### config.mk
export PLATFORM = sky130hd
export DESIGN_NAME = mem_arbiter
export DESIGN_NICKNAME = d
export VERILOG_FILES = /design/src/rtl/mem_arb_pkg.sv /design/src/rtl/rr_picker.sv /design/src/rtl/mem_arbiter.sv
export SDC_FILE = /design/constraint.sdc
export NUM_CORES = 1
export LEC_CHECK = 0
export ABC_AREA = 1
export BUFFER_PORTS_ARGS = -buffer_cell sky130_fd_sc_hd__buf_2
export CAP_MARGIN = 20
export CORE_AREA = 2 2 279 281
export CTS_BUF_LIST = sky130_fd_sc_hd__clkbuf_4
export DETAILED_ROUTE_END_ITERATION = 16
export DIE_AREA = 0 0 281 283
export PLACE_DENSITY_LB_ADDON = 0.25
export SLEW_MARGIN = 0
export SYNTH_ARGS = -nofsm -noshare
export SYNTH_HDL_FRONTEND = slang
export SYNTH_SLANG_ARGS = --single-unit
export TNS_END_PERCENT = 50
### constraint.sdc
create_clock -name clk -period 2.75 [get_ports clk]
set_input_delay 0.825 -clock clk [delete_from_list [all_inputs] [get_ports clk]]
set_output_delay 0.825 -clock clk [all_outputs]
set_load 0.01 [all_outputs]
### src/rtl/mem_arb_pkg.sv
// rtl/mem_arb_pkg.sv - shared types and helpers for the memory-port arbiter
package mem_arb_pkg;

    typedef struct packed {
        logic        valid;
        logic [63:0] addr;
        logic [63:0] wdata;
        logic [7:0]  wstrobe;
        logic [1:0]  burst;
        logic [7:0]  len;
    } mem_req_t;

    typedef struct packed {
        logic [63:0] rdata;
        logic        ready;
        logic        last;
    } mem_resp_t;

    localparam logic [1:0] BURST_FIXED = 2'b00;
    localparam logic [1:0] BURST_INCR  = 2'b01;

    typedef enum logic [1:0] {IDLE, BUSY, DRAIN} arb_state_t;

    localparam int WDOG_W = 32;

    function automatic logic [WDOG_W-1:0] sat_inc(input logic [WDOG_W-1:0] v);
        return (&v) ? v : v + 1'b1;
    endfunction

endpackage

### src/rtl/rr_picker.sv
// rtl/rr_picker.sv - combinational round-robin picker: first valid index at or after ptr, wrapping
module rr_picker #(
    parameter int N  = 2,
    parameter int IW = (N > 1) ? $clog2(N) : 1
) (
    input  logic [N-1:0]  valid,
    input  logic [IW-1:0] ptr,
    output logic          found,
    output logic [IW-1:0] idx
);

    function automatic logic [IW-1:0] wrap_add(input logic [IW-1:0] p, input int off);
        int s;
        s = int'(p) + off;
        if (s >= N) s = s - N;
        return IW'(s);
    endfunction

    // Scan from the farthest offset down so the nearest valid index is written last and wins.
    always_comb begin
        found = 1'b0;
        idx   = '0;
        for (int i = N - 1; i >= 0; i--) begin
            if (valid[wrap_add(ptr, i)]) begin
                found = 1'b1;
                idx   = wrap_add(ptr, i);
            end
        end
    end

endmodule

### src/rtl/mem_arbiter.sv
// rtl/mem_arbiter.sv - round-robin arbiter sharing one memory port between NUM_REQ requesters
module mem_arbiter
    import mem_arb_pkg::*;
#(
    parameter int NUM_REQ = 2,
    parameter int TIMEOUT = 1024
) (
    input  logic                          clk,
    input  logic                          reset,
    input  logic [NUM_REQ-1:0]            req_valid,
    input  logic [NUM_REQ-1:0][63:0]      req_addr,
    input  logic [NUM_REQ-1:0][63:0]      req_wdata,
    input  logic [NUM_REQ-1:0][7:0]       req_wstrobe,
    input  logic [NUM_REQ-1:0][1:0]       req_burst,
    input  logic [NUM_REQ-1:0][7:0]       req_len,
    output logic [NUM_REQ-1:0][63:0]      resp_rdata,
    output logic [NUM_REQ-1:0]            resp_ready,
    output logic [NUM_REQ-1:0]            resp_last,
    output logic [NUM_REQ-1:0]            resp_timeout,
    output logic                          mem_valid,
    output logic [63:0]                   mem_addr,
    output logic [63:0]                   mem_wdata,
    output logic [7:0]                    mem_wstrobe,
    output logic [1:0]                    mem_burst,
    output logic [7:0]                    mem_len,
    input  logic [63:0]                   mem_rdata,
    input  logic                          mem_ready,
    input  logic                          mem_last,
    output logic [NUM_REQ-1:0][31:0]      grant_count
);

    localparam int IW = (NUM_REQ > 1) ? $clog2(NUM_REQ) : 1;

    arb_state_t                  state_q, state_d;
    logic [IW-1:0]               owner_q, owner_d;
    logic [IW-1:0]               rr_q, rr_d;
    logic [WDOG_W-1:0]           wdog_q, wdog_d;
    logic [NUM_REQ-1:0][31:0]    cnt_q, cnt_d;

    logic          pick_found;
    logic [IW-1:0] pick_idx;
    logic [IW-1:0] owner_nxt;
    logic          busy, tmo_hit, done_last, abort, force_rel;
    mem_req_t      cur_req;
    mem_resp_t     mresp;

    rr_picker #(.N(NUM_REQ), .IW(IW)) u_pick (
        .valid (req_valid),
        .ptr   (rr_q),
        .found (pick_found),
        .idx   (pick_idx)
    );

    always_comb begin
        cur_req.valid   = req_valid[owner_q];
        cur_req.addr    = req_addr[owner_q];
        cur_req.wdata   = req_wdata[owner_q];
        cur_req.wstrobe = req_wstrobe[owner_q];
        cur_req.burst   = req_burst[owner_q];
        cur_req.len     = req_len[owner_q];
        mresp.rdata     = mem_rdata;
        mresp.ready     = mem_ready;
        mresp.last      = mem_last;

        busy      = (state_q == BUSY);
        tmo_hit   = (TIMEOUT != 0) && (wdog_q == WDOG_W'(TIMEOUT));
        // Completion outranks both abort and a coincident watchdog hit.
        done_last = busy && mresp.last;
        abort     = busy && !mresp.last && !cur_req.valid;
        force_rel = busy && !mresp.last && cur_req.valid && tmo_hit;
        owner_nxt = (owner_q == IW'(NUM_REQ - 1)) ? '0 : owner_q + 1'b1;

        mem_valid   = busy && cur_req.valid;
        mem_addr    = cur_req.addr;
        mem_wdata   = cur_req.wdata;
        mem_wstrobe = cur_req.wstrobe;
        mem_burst   = cur_req.burst;
        mem_len     = cur_req.len;

        resp_rdata   = {NUM_REQ{mresp.rdata}};
        resp_ready   = '0;
        resp_last    = '0;
        resp_timeout = '0;
        if (busy) begin
            resp_ready[owner_q]   = mresp.ready;
            resp_last[owner_q]    = mresp.last;
            resp_timeout[owner_q] = force_rel;
        end
        grant_count = cnt_q;
    end

    always_comb begin
        state_d = state_q;
        owner_d = owner_q;
        rr_d    = rr_q;
        wdog_d  = wdog_q;
        cnt_d   = cnt_q;
        case (state_q)
            IDLE: begin
                if (pick_found) begin
                    owner_d = pick_idx;
                    wdog_d  = '0;
                    state_d = BUSY;
                end
            end
            BUSY: begin
                wdog_d = sat_inc(wdog_q);
                if (done_last || abort || force_rel) begin
                    state_d = DRAIN;
                    rr_d    = owner_nxt;
                end
                if (done_last) cnt_d[owner_q] = cnt_q[owner_q] + 32'd1;
            end
            // One dead cycle with mem_valid low lets the memory reset its delay counter.
            DRAIN:   state_d = IDLE;
            default: state_d = IDLE;
        endcase
    end

    always_ff @(posedge clk) begin
        if (reset) begin
            state_q <= IDLE;
            owner_q <= '0;
            rr_q    <= '0;
            wdog_q  <= '0;
            cnt_q   <= '0;
        end else begin
            state_q <= state_d;
            owner_q <= owner_d;
            rr_q    <= rr_d;
            wdog_q  <= wdog_d;
            cnt_q   <= cnt_d;
        end
    end

endmodule

==> impl_metrics.yaml <==
finish:
  utilization_pct: 17.7
  instances_no_fill: 3119
  drive_gt1_share_pct: 37.9
  syn2layout_area_growth_pct: 51.2
  nNetsFinal: 2435
yosys:
  synth_area_leader_cell: "nand2_1"
  yosys-top-cells-count: "nand2_1 (759), nor2_1 (191), buf_4 (129), inv_1 (129), nand3_1 (102)"
  syn_area_per_cell_um2: 5.40
  postSynthCellCount: 1662
  ys_seq_area_share_pct: 22.3
  synthTopCellsByArea: "nand2_1 (32%), dfxtp_1 (22%), buf_4 (11%)"
  synth_cell_types: 34
  synthFlopType: "dfxtp_1"
  yosys_warnings: 0
  async_flop_share_pct: 0
  synth_edf_count: 0
  yosysMostFrequentCell: "nand2_1"
  syn_area_mm2: 0.00898
  synth_top_area_share_pct: 31.7
  syn-num-nets: 2027
  ys_ff_latch: 100
die:
  placementRows: 102
  start_util_pct: 11.7
  core-area_mm2: 0.0767
  fp.dieW_um: 281
  die_height_um: 283
  pin_count: 707
  die_area_mm2: 0.0795
clock_network:
  clk_latency_ps: 590
  clock_sinks: 100
  cts-htree-levels: 3
  clk_pin_slew_worst_paths_ps: 180
  cts_made_buffers: 9
  root_buffer: "clkbuf_4"
  clockBufferDepth: 2
  hold_buffers: 0
  cts_tree: "done"
timing:
  max_freq_ghz: 0.361
  finalHoldViolCount: 0
  skew_ps: 50.7
  rsz0062_at_grt: "yes"
  min_period_over_period_pct: 101
  tightestPinTransition_ps: 601
  slew_violations: 0
  fin_crit_ps: 2770
  setup_violations: 2
  holdWs_ps: 490
  layout_setup_ws_ps: -23.8
  maxSlewHeadroom_pct: 59.9
run_status:
  failed_checks: "negative setup slack"
  status: "finished with violations"
setup_path:
  endpoint_kind: "output port"
  start_kind: "register"
  path_buf_inv: 3
  slowest_stage: "dfxtp_2"
  slowest_delay_ps: 360
  path_max_fanout: 5
  cp_common_cell: "nor2_1"
  cp.arrival_ps: 1950
  crit_family: "simple AND/OR/NAND/NOR gates"
  worst-setup-path-type: "reg2out"
  required_ps: 1930
  crit_chain: "inv_2, nand2_1, nor2_1, nand4_1, nor3_1, nand3_1, buf_6, nor2_1, buf_2"
detailed_routing:
  drc: 0
  wl_per_cell_um: 19.9
  wl_um: 62100
  dr_total_vias: 11600
  initialDrtViolationCount: 790
  vias_per_cell: 3.72
  first_pass_iters: 5
  antenna_left: 0
grt:
  grtUsageTotal_pct: 14.1
  grt_pass1_vias: 10600
  grt_pass1_wl_um: 79700
  grt_use_met3_pct: 5.67
  grt_max_degree: 62
  grt_util_met2_pct: 21.2
  busiest_layer: "met2"
  grtUsageMet1_pct: 18.8
  antenna_found_initial: 25
  overflow: 0
placed_design:
  dp_hpwl_um: 48500
  pre_cts_ws_ps: 32.6
  port_buffers: 514
  gp_congestion: 0.873
  dp_cells: 3065
power_and_ir_drop:
  pwr-share-comb_pct: 52.6
  p_leak_nw: 7.03
  p_int_mw: 2.82
  p_per_area_mw_per_mm2: 379
  seqPwrFrac_pct: 30.8
  ir_drop_uv: 185
  clock_power_share_pct: 16.6
  p_sw_share_pct: 45.4
  power_mw: 5.15
  p_sw_mw: 2.34
run:
  max-cap-violations: 0
worst_hold_path:
  holdCritPathClass: "reg2reg"
## worst register-to-register path: stages (launching register included)
cell and delay [ps]:
dfxtp_4 490, buf_4 190, bufbuf_16 310, buf_4 180, nand2_1 60, nand2_1 160
nand2_1 130, nor2_1 250, nand2_1 170, nor2_2 170, nand2_1 70, nand2_1 80
nand3_1 70, nand2_1 60, inv_1 30
## layout by cell type, fill, tap and decap left out, types with 5 or more instances in the layout
master / instances
buf_16: 6
inv_2: 7
buf_12: 14
nor2_4: 5
buf_6: 35
a21oi_1: 38
nor2_2: 8
nand2_4: 33
nor3_1: 14
nand4_1: 9
buf_4: 41
buf_2: 480
xnor2_1: 5
clkbuf_4: 9
dfxtp_2: 10
inv_1: 126
dfxtp_1: 89
o21ai_0: 51
nor2_1: 188
nand2_2: 99
xor2_1: 14
nand2_1: 638
clkbuf_16: 10
nand3_1: 102
buf_8: 6
## through the flow
step                      TNS, ps  cell area, um^2
after detailed placement        0            12000
after global routing        -2160            13600
after floorplan                 0             8980
after global placement       -125            12000
after CTS                   -3950            12400
final                       -39.2            13600
## layout make-up
| class | instances | area (um^2) |
|---|---|---|
| Timing Repair Buffer | 593 | 3920 |
| Clock buffer | 9 | 67.6 |
| Tap cell | 1040 | 1300 |
| Multi-Input combinational cell | 1231 | 5680 |
| Antenna cell | 4 | 10.0 |
| Sequential cell | 100 | 2020 |
| Fill cell | 9069 | 63100 |
| Inverter | 135 | 519 |
| Clock inverter | 7 | 62.6 |
## routing by layer
metal  up-vias  wire (um)
met4        26       1430
met1      5237      27500
li1       5770          -
met3        92       6850
met5         -        148
met2       492      26200
## power by group through the flow
stage / logic [mW] / clock network, mW / registers [mW]
after floorplan: 1.14 / 0 / 1.62
after global placement: 2.09 / 0 / 1.62
after detailed placement: 2.08 / 0 / 1.62
after CTS: 2.25 / 0.928 / 1.59
after global routing: 2.92 / 0.969 / 1.60
final: 2.71 / 0.856 / 1.59
## path summary, 6_finish.rpt
kind                     endpoint  slack (ps)  cells after the start            start
hold / removal    grant_count[32]         490                      2  grant_count[32]
setup / recovery  resp_timeout[1]         -20                      9       wdog_q[23]
setup reg to reg  grant_count[30]         260                     14          owner_q
hold reg to reg   grant_count[32]         490                      2  grant_count[32]
## cells by family after synthesis
family | after synthesis | synth area share (%)
and+or+nand+nor | 1107 | 49.4
buffers and inverters | 331 | 20.0
AOI/OAI and AO/OA | 102 | 5.96
DFF | 100 | 22.3
xor gates and xnor gates | 19 | 1.85
adders and majority gates | 3 | 0.418
## what timing repair did
action,CTS,global route
buffers inserted,7,9
pin swaps,3,12
gates cloned,4,15
resized for setup,40,220
endpoints found under the setup margin,118,117
## sequential cells by signal, indices dropped and copies added (netlist names)
signal       count
grant_count     64
state_q          2
wdog_q          32
rr_q             1
owner_q          1
No activity file was read; power rests on OpenSTA's default activity.
